**config.mk**
```make
export PLATFORM = sky130hd
export DESIGN_NAME = crypto_acc_host_master
export DESIGN_NICKNAME = d
export VERILOG_FILES = /design/src/rtl/crypto_acc_host_master.sv
export SDC_FILE = /design/constraint.sdc
export NUM_CORES = 1
export LEC_CHECK = 0
export ABC_AREA = 1
export CAP_MARGIN = 15
export CORE_MARGIN = 1.5
export CORE_UTILIZATION = 40
export CTS_CLUSTER_DIAMETER = 30
export DETAILED_ROUTE_END_ITERATION = 10
export PLACE_DENSITY_LB_ADDON = 0.12
export SLEW_MARGIN = 20
export SYNTH_ARGS = -nofsm -noshare
export SYNTH_HDL_FRONTEND = slang
export SYNTH_SLANG_ARGS = --single-unit
```
**constraint.sdc**
```tcl
create_clock -name clk_i -period 3.3 [get_ports clk_i]
set_clock_uncertainty 0.15 [all_clocks]
set_input_delay 0.33 -clock clk_i [delete_from_list [all_inputs] [get_ports clk_i]]
set_output_delay 0.33 -clock clk_i [all_outputs]
set_load 0.005 [all_outputs]
```
**src/rtl/crypto_acc_host_master.sv**
```systemverilog
// Bus initiator that loads key/data into the crypto accelerator, starts it, polls STATUS and
// streams the result words out. Define CRYPTO_HOST_POLL_TIMEOUT_EN to abort after POLL_LIMIT polls.
module crypto_acc_host_master #(
  parameter int                   BUS_WIDTH    = 32,
  parameter logic [BUS_WIDTH-1:0] BASE_ADDRESS = 32'hF4000000,
  parameter int                   LEN_W        = 11,
  parameter int                   POLL_GAP     = 4,
  parameter int                   POLL_LIMIT   = 4096
) (
  input  logic                 clk_i,
  input  logic                 rst_i,
  input  logic                 start_i,
  input  logic [LEN_W-1:0]     key_len_i,
  input  logic [LEN_W-1:0]     data_len_i,
  input  logic                 in_valid_i,
  output logic                 in_ready_o,
  input  logic [BUS_WIDTH-1:0] in_data_i,
  output logic                 out_valid_o,
  input  logic                 out_ready_i,
  output logic [BUS_WIDTH-1:0] out_data_o,
  output logic                 out_last_o,
  output logic                 busy_o,
  output logic                 done_o,
  output logic                 err_o,
  output logic                 bus_read_en_o,
  output logic                 bus_write_en_o,
  output logic [BUS_WIDTH-1:0] bus_addr_o,
  output logic [BUS_WIDTH-1:0] bus_data_o,
  input  logic [BUS_WIDTH-1:0] bus_data_i,
  output logic [3:0]           dbg_state_o
);
  // Handshakes: a word moves on in_*/out_* only in a cycle where valid and ready are both high;
  // valid never waits on ready, and the bus strobes are issued only in the cycle the word moves.
  localparam logic [3:0] S_IDLE      = 4'd0;
  localparam logic [3:0] S_WR_KLEN   = 4'd1;
  localparam logic [3:0] S_WR_KEY    = 4'd2;
  localparam logic [3:0] S_WR_DLEN   = 4'd3;
  localparam logic [3:0] S_WR_DATA   = 4'd4;
  localparam logic [3:0] S_WR_START  = 4'd5;
  localparam logic [3:0] S_POLL      = 4'd6;
  localparam logic [3:0] S_POLL_WAIT = 4'd7;
  localparam logic [3:0] S_GAP       = 4'd8;
  localparam logic [3:0] S_RD_RLEN   = 4'd9;
  localparam logic [3:0] S_RLEN_WAIT = 4'd10;
  localparam logic [3:0] S_RD_RES    = 4'd11;
  localparam logic [3:0] S_RES_WAIT  = 4'd12;
  localparam logic [3:0] S_RES_OUT   = 4'd13;
  localparam logic [3:0] S_DONE      = 4'd14;
  localparam logic [3:0] S_ERR       = 4'd15;

  localparam logic [BUS_WIDTH-1:0] OFF_CTRL   = BUS_WIDTH'('h0000);
  localparam logic [BUS_WIDTH-1:0] OFF_STATUS = BUS_WIDTH'('h0008);
  localparam logic [BUS_WIDTH-1:0] OFF_KLEN   = BUS_WIDTH'('h0104);
  localparam logic [BUS_WIDTH-1:0] OFF_DLEN   = BUS_WIDTH'('h0108);
  localparam logic [BUS_WIDTH-1:0] OFF_RLEN   = BUS_WIDTH'('h010C);
  localparam logic [BUS_WIDTH-1:0] OFF_KBUF   = BUS_WIDTH'('h4000);
  localparam logic [BUS_WIDTH-1:0] OFF_DBUF   = BUS_WIDTH'('h8000);
  localparam logic [BUS_WIDTH-1:0] OFF_RBUF   = BUS_WIDTH'('hC000);

  localparam int MAX_WORDS = 1024;
  localparam int GAP_W     = (POLL_GAP > 1) ? $clog2(POLL_GAP) : 1;
  localparam int GAP_LAST  = (POLL_GAP > 0) ? POLL_GAP - 1 : 0;

  if (POLL_LIMIT < 1) begin : g_bad_poll_limit
    $error("POLL_LIMIT must be at least 1");
  end
  if (LEN_W < 11) begin : g_bad_len_w
    $error("LEN_W must hold a 1024-word count");
  end

  logic [3:0]           state_q, state_d;
  logic [LEN_W-1:0]     idx_q, idx_d;
  logic [LEN_W-1:0]     key_len_q, key_len_d;
  logic [LEN_W-1:0]     data_len_q, data_len_d;
  logic [LEN_W-1:0]     res_len_q, res_len_d;
  logic [GAP_W-1:0]     gap_q, gap_d;
  logic [BUS_WIDTH-1:0] out_data_q, out_data_d;
  logic [BUS_WIDTH-1:0] idx_off;

`ifdef CRYPTO_HOST_POLL_TIMEOUT_EN
  localparam int PCNT_W = $clog2(POLL_LIMIT + 1);
  logic [PCNT_W-1:0] poll_cnt_q, poll_cnt_d;

  always_ff @(posedge clk_i or posedge rst_i) begin
    if (rst_i) poll_cnt_q <= '0;
    else       poll_cnt_q <= poll_cnt_d;
  end
`endif

  assign idx_off     = BUS_WIDTH'({idx_q, 2'b00});
  assign out_data_o  = out_data_q;
  assign dbg_state_o = state_q;
  assign busy_o      = (state_q != S_IDLE) && (state_q != S_DONE) && (state_q != S_ERR);

  always_comb begin
    state_d        = state_q;
    idx_d          = idx_q;
    key_len_d      = key_len_q;
    data_len_d     = data_len_q;
    res_len_d      = res_len_q;
    gap_d          = gap_q;
    out_data_d     = out_data_q;
    in_ready_o     = 1'b0;
    out_valid_o    = 1'b0;
    out_last_o     = 1'b0;
    done_o         = 1'b0;
    err_o          = 1'b0;
    bus_read_en_o  = 1'b0;
    bus_write_en_o = 1'b0;
    bus_addr_o     = '0;
    bus_data_o     = '0;
`ifdef CRYPTO_HOST_POLL_TIMEOUT_EN
    poll_cnt_d     = poll_cnt_q;
`endif
    case (state_q)
      S_IDLE: if (start_i) begin
        key_len_d  = key_len_i;
        data_len_d = data_len_i;
        idx_d      = '0;
        state_d    = S_WR_KLEN;
      end
      S_WR_KLEN: begin
        bus_write_en_o = 1'b1;
        bus_addr_o     = BASE_ADDRESS + OFF_KLEN;
        bus_data_o     = BUS_WIDTH'(key_len_q);
        state_d        = (key_len_q == '0) ? S_WR_DLEN : S_WR_KEY;
      end
      S_WR_KEY: begin
        in_ready_o = 1'b1;
        if (in_valid_i) begin
          bus_write_en_o = 1'b1;
          bus_addr_o     = BASE_ADDRESS + OFF_KBUF + idx_off;
          bus_data_o     = in_data_i;
          if (idx_q == key_len_q - LEN_W'(1)) begin
            idx_d   = '0;
            state_d = S_WR_DLEN;
          end else begin
            idx_d = idx_q + LEN_W'(1);
          end
        end
      end
      S_WR_DLEN: begin
        bus_write_en_o = 1'b1;
        bus_addr_o     = BASE_ADDRESS + OFF_DLEN;
        bus_data_o     = BUS_WIDTH'(data_len_q);
        state_d        = (data_len_q == '0) ? S_WR_START : S_WR_DATA;
      end
      S_WR_DATA: begin
        in_ready_o = 1'b1;
        if (in_valid_i) begin
          bus_write_en_o = 1'b1;
          bus_addr_o     = BASE_ADDRESS + OFF_DBUF + idx_off;
          bus_data_o     = in_data_i;
          if (idx_q == data_len_q - LEN_W'(1)) begin
            idx_d   = '0;
            state_d = S_WR_START;
          end else begin
            idx_d = idx_q + LEN_W'(1);
          end
        end
      end
      S_WR_START: begin
        bus_write_en_o = 1'b1;
        bus_addr_o     = BASE_ADDRESS + OFF_CTRL;
        bus_data_o     = BUS_WIDTH'(1);
        state_d        = S_POLL;
`ifdef CRYPTO_HOST_POLL_TIMEOUT_EN
        poll_cnt_d     = '0;
`endif
      end
      S_POLL: begin
        bus_read_en_o = 1'b1;
        bus_addr_o    = BASE_ADDRESS + OFF_STATUS;
        state_d       = S_POLL_WAIT;
`ifdef CRYPTO_HOST_POLL_TIMEOUT_EN
        poll_cnt_d    = poll_cnt_q + PCNT_W'(1);
`endif
      end
      S_POLL_WAIT: begin
        gap_d = '0;
        if (bus_data_i[0]) state_d = S_RD_RLEN;
`ifdef CRYPTO_HOST_POLL_TIMEOUT_EN
        else if (poll_cnt_q == PCNT_W'(POLL_LIMIT)) state_d = S_ERR;
`endif
        else if (POLL_GAP == 0) state_d = S_POLL;
        else state_d = S_GAP;
      end
      S_GAP: begin
        gap_d = gap_q + GAP_W'(1);
        if (gap_q == GAP_W'(GAP_LAST)) state_d = S_POLL;
      end
      S_RD_RLEN: begin
        bus_read_en_o = 1'b1;
        bus_addr_o    = BASE_ADDRESS + OFF_RLEN;
        state_d       = S_RLEN_WAIT;
      end
      S_RLEN_WAIT: begin
        // The engine may report more than the result buffer holds; never read past it.
        res_len_d = (bus_data_i > BUS_WIDTH'(MAX_WORDS)) ? LEN_W'(MAX_WORDS) : LEN_W'(bus_data_i);
        idx_d     = '0;
        state_d   = (res_len_d == '0) ? S_DONE : S_RD_RES;
      end
      S_RD_RES: begin
        bus_read_en_o = 1'b1;
        bus_addr_o    = BASE_ADDRESS + OFF_RBUF + idx_off;
        state_d       = S_RES_WAIT;
      end
      S_RES_WAIT: begin
        out_data_d = bus_data_i;
        state_d    = S_RES_OUT;
      end
      S_RES_OUT: begin
        out_valid_o = 1'b1;
        out_last_o  = (idx_q == res_len_q - LEN_W'(1));
        if (out_ready_i) begin
          if (out_last_o) begin
            state_d = S_DONE;
          end else begin
            idx_d   = idx_q + LEN_W'(1);
            state_d = S_RD_RES;
          end
        end
      end
      S_DONE: begin
        done_o  = 1'b1;
        state_d = S_IDLE;
      end
`ifdef CRYPTO_HOST_POLL_TIMEOUT_EN
      S_ERR: begin
        err_o          = 1'b1;
        bus_write_en_o = 1'b1;
        bus_addr_o     = BASE_ADDRESS + OFF_CTRL;
        state_d        = S_IDLE;
      end
`endif
      default: state_d = S_IDLE;
    endcase
  end

  always_ff @(posedge clk_i or posedge rst_i) begin
    if (rst_i) begin
      state_q    <= S_IDLE;
      idx_q      <= '0;
      key_len_q  <= '0;
      data_len_q <= '0;
      res_len_q  <= '0;
      gap_q      <= '0;
      out_data_q <= '0;
    end else begin
      state_q    <= state_d;
      idx_q      <= idx_d;
      key_len_q  <= key_len_d;
      data_len_q <= data_len_d;
      res_len_q  <= res_len_d;
      gap_q      <= gap_d;
      out_data_q <= out_data_d;
    end
  end
endmodule

```
==> summary.md <==
| Metric | Value |
|---|---|
| Root Buffer Master | sky130_fd_sc_hd__clkbuf_16 |
| Sum of net half-perimeters after detailed placement | 13,290 um |
| Fraction of layout cells with a size suffix above 1 | 5.411% |
| Synth Cell Area | 0.005693 mm2 |
| Final core utilization | 56.99% |
| Largest incremental delay on the critical path | 540 ps |
| Final Max Slew Viols | 0 |
| Synth area leader | sky130_fd_sc_hd__dfrtp_1 |
| Layout Nets | 1,128 |
| Area growth from synthesis to layout | 38.95% |
| Slowest library cell on the worst path | sky130_fd_sc_hd__clkdlybuf4s50_1 |
| # DRC | 0 |
| Crit path launch type | flip-flop |
| Avg Vias per Cell | 4.882 |
| Leakage | 0.003760 uW |
| Number of global-route vias before repair | 5,519 |
| Number of maximum-capacitance violations | 0 |
| Tmin final | 3058 ps |
| Hold-fix buffers at CTS | 0 |
| RSZ-0062 raised after global routing | no |
| Core area | 0.01388 mm2 |
| H-tree lvl count | 3 |
| Sum of negative setup slack | 0 ps |
| Floorplan die height | 122.3 um |
| Synth async-reset ratio | 100.0% |
| Critical path's most frequent cell | sky130_fd_sc_hd__nand2_1 |
| Peak supply drop | 0.4444 mV |
| Cell Rows | 43 |
| Drt initial violations | 518 |
| Fraction of post-synthesis cell area in the top cell type by area | 36.04% |
| CTS max path bufs | 2 |
| Final-report hold violation count | 0 |
| Wire length of the first global-routing pass | 28,190 um |
| Worst-path maximum fanout | 12 |
| Clk pwr share | 18.0% |
| Floorplan die width | 122.3 um |
| Reg2reg setup slack | 620 ps |
| Die ar. | 0.01496 mm2 |
| Crit path DAT | 2580 ps |
| Post-CTS setup buffers | 0 |
| Hold/Removal Path Class | in -> async |
| Share of synthesized area occupied by flip-flops and latches | 36.04% |
| Total gr overflow | 0 |
| Post-CTS sizing | 0 |
| Pwr Density | 753.6 mW/mm2 |
| Detailed-route via count | 5,932 |
| Max Clock Freq | 0.3270 GHz |
| Register clock-pin slew on the reported worst setup and hold paths | 70 ps |
| Primary FF master, synth | sky130_fd_sc_hd__dfrtp_1 |
| Average size of a mapped cell | 6.589 um2 |
| Clock latency reported for the late side of the worst-skew pair | 350 ps |
| Wire length per cell after detailed routing | 14.39 um |
| Top-Level Pins | 199 |
| Global router's overall resource usage | 24.14% |
| Synth Instances | 864 |
| Worst Setup Path Type | reg -> out |
| Non-filler cells in the finished layout | 1,215 |
| Number of buffers inserted during clock tree synthesis | 9 |
| Largest net degree at the start of global routing | 48 |
| Run status | completed |
| Share of the cycle needed by the critical path after routing | 92.66% |
| Proportion of power drawn by flip-flops and latches | 28.8% |
| Starting density of the core | 41.01% |
| CP cell instances | nor2_1, nand2_1, nand2_1, nand2_1, inv_1, nor2_1, nand4_1, clkdlybuf4s50_1 |
| Total number of yosys warnings | 0 |
| Power Internal | 3489 uW |
| Count of TritonRoute iterations in the first routing pass | 5 |
| Total placed cells including tap cells | 1,199 |
| Clock tree sinks | 82 |
| Net load switching power | 2471 uW |
| Portion of total power attributed to combinational logic | 53.2% |
| Initial antenna violation count | 0 |
| Final estimated routing congestion in global placement | 0.9091 |
| Top post-synthesis cells by area | sky130_fd_sc_hd__dfrtp_1, sky130_fd_sc_hd__nand2_1, sky130_fd_sc_hd__nor2_1 |
| Leading cell types by count after synthesis | sky130_fd_sc_hd__nand2_1, sky130_fd_sc_hd__nor2_1, sky130_fd_sc_hd__inv_1 |
| Routed WL | 17,480 um |
| Antenna cell count | 0 |
| Antenna-violating nets left | 0 |
| Count of flip-flops with a built-in enable after synthesis | 0 |
| Most frequently used cell type in the post-synthesis netlist | sky130_fd_sc_hd__nand2_1 |
| Count of different cell masters after synthesis | 43 |
| Number of input and output port buffers inserted | 183 |
| Switching part of the total power | 41.46% |
| CP required | 2820 ps |
| Number of synthesized register bits | 82 |
| TritonCTS clock tree | done |
| Count of final setup violators | 0 |
| Worst setup EP type | output port |
==> critical path: cells and delay by family, from the launching register on <==
family	cells	cell delay, ps
and+or+nand+nor	6	880
DFF	1	450
buffers and inverters	2	910
==> layer usage <==
metal  GRT usage [%]  part of all wire, %  up-vias  routed length [um]
met4           6.177                  1.4        0                 252
met2           37.05                   45      218                7858
met3           5.901                  7.7       18                1340
met5               0                    0        -                   0
met1           34.12                   46     2695                8029
li1                -                    -     3001                   -
==> power groups by stage <==
stage / Combinational (uW) / Sequential (uW) / Clock (uW)
after floorplan: 1890 / 1660 / 0
after global placement: 3150 / 1720 / 0
after detailed placement: 3160 / 1720 / 0
after CTS: 3180 / 1720 / 1100
after global routing: 3560 / 1770 / 1130
final: 3170 / 1710 / 1070
==> path summary, 6_finish.rpt <==
path	startpoint	end	cells after the start
min	rst_i	res_len_q[5]$_DFFE_PP0P_	2
max reg2reg	key_len_q[0]$_DFFE_PP0P_	idx_q[5]$_DFFE_PP0P_	13
max in group asynchronous	rst_i	idx_q[9]$_DFFE_PP0P_	3
min in group clk_i	out_data_o[25]$_DFFE_PP0P_	out_data_o[25]$_DFFE_PP0P_	2
max	dbg_state_o[2]$_DFFE_PP0P_	bus_addr_o[28]	8
min reg2reg	out_data_o[25]$_DFFE_PP0P_	out_data_o[25]$_DFFE_PP0P_	2
==> registers in the layout (all words and copies together) (netlist names) <==
register	cells
dbg_state_o	4
gap_q	2
idx_q	11
res_len_q	11
out_data_o	32
key_len_q	11
data_len_q	11
==> placed cells by master, fill, tap and decap left out, types with 3 or more instances in the layout <==
| master | count |
|---|---|
| sky130_fd_sc_hd__dfrtp_1 | 82 |
| sky130_fd_sc_hd__o21ai_1 | 7 |
| sky130_fd_sc_hd__ha_1 | 7 |
| sky130_fd_sc_hd__o22ai_1 | 7 |
| sky130_fd_sc_hd__nor3_1 | 7 |
| sky130_fd_sc_hd__nor4_1 | 3 |
| sky130_fd_sc_hd__inv_1 | 92 |
| sky130_fd_sc_hd__o21ai_0 | 28 |
| sky130_fd_sc_hd__o221ai_1 | 9 |
| sky130_fd_sc_hd__nor2_4 | 3 |
| sky130_fd_sc_hd__nand2_1 | 259 |
| sky130_fd_sc_hd__xor2_1 | 12 |
| sky130_fd_sc_hd__conb_1 | 15 |
| sky130_fd_sc_hd__xnor2_1 | 14 |
| sky130_fd_sc_hd__nor2_1 | 143 |
| sky130_fd_sc_hd__clkdlybuf4s50_1 | 183 |
| sky130_fd_sc_hd__clkbuf_16 | 9 |
| sky130_fd_sc_hd__nand4_1 | 7 |
| sky130_fd_sc_hd__nand3_1 | 63 |
| sky130_fd_sc_hd__buf_4 | 8 |
| sky130_fd_sc_hd__a21oi_1 | 23 |
| sky130_fd_sc_hd__nor2_2 | 6 |
| sky130_fd_sc_hd__nand3b_1 | 4 |
| sky130_fd_sc_hd__inv_2 | 13 |
==> layout make-up <==
class / count / area [um2]
well taps: 180 / 225.2
clock buffers: 10 / 239.0
repair buffers: 192 / 1912
clock inverters: 6 / 72.57
fillers: 1378 / 5971
multi-input cells: 639 / 3010
flip-flops and latches: 82 / 2052
inverters: 106 / 399.1
==> kinds of logic after synthesis <==
group / synth area share, %
AO/OA/AOI/OAI: 8.769
other: 0.06587
multiplexers: 0.1978
adder cells (fa/ha/maj): 1.538
XOR/XNOR: 4.000
buffers and inverters: 12.07
flip-flops: 36.04
AND/OR/NAND/NOR: 37.32
==> stage by stage <==
step	cell area [um2]	total power [uW]	hold WS (ps)	setup slack, ps
after global routing	7910	6457	94.01	12.89
after detailed placement	7595	4884	309.2	509.2
after global placement	7595	4880	302.8	592.3
after floorplan	5746	3555	296.6	711.6
final	7910	5961	71.68	242.2
after CTS	7906	5989	77.01	214.8
(Power assumes the default switching activity.)
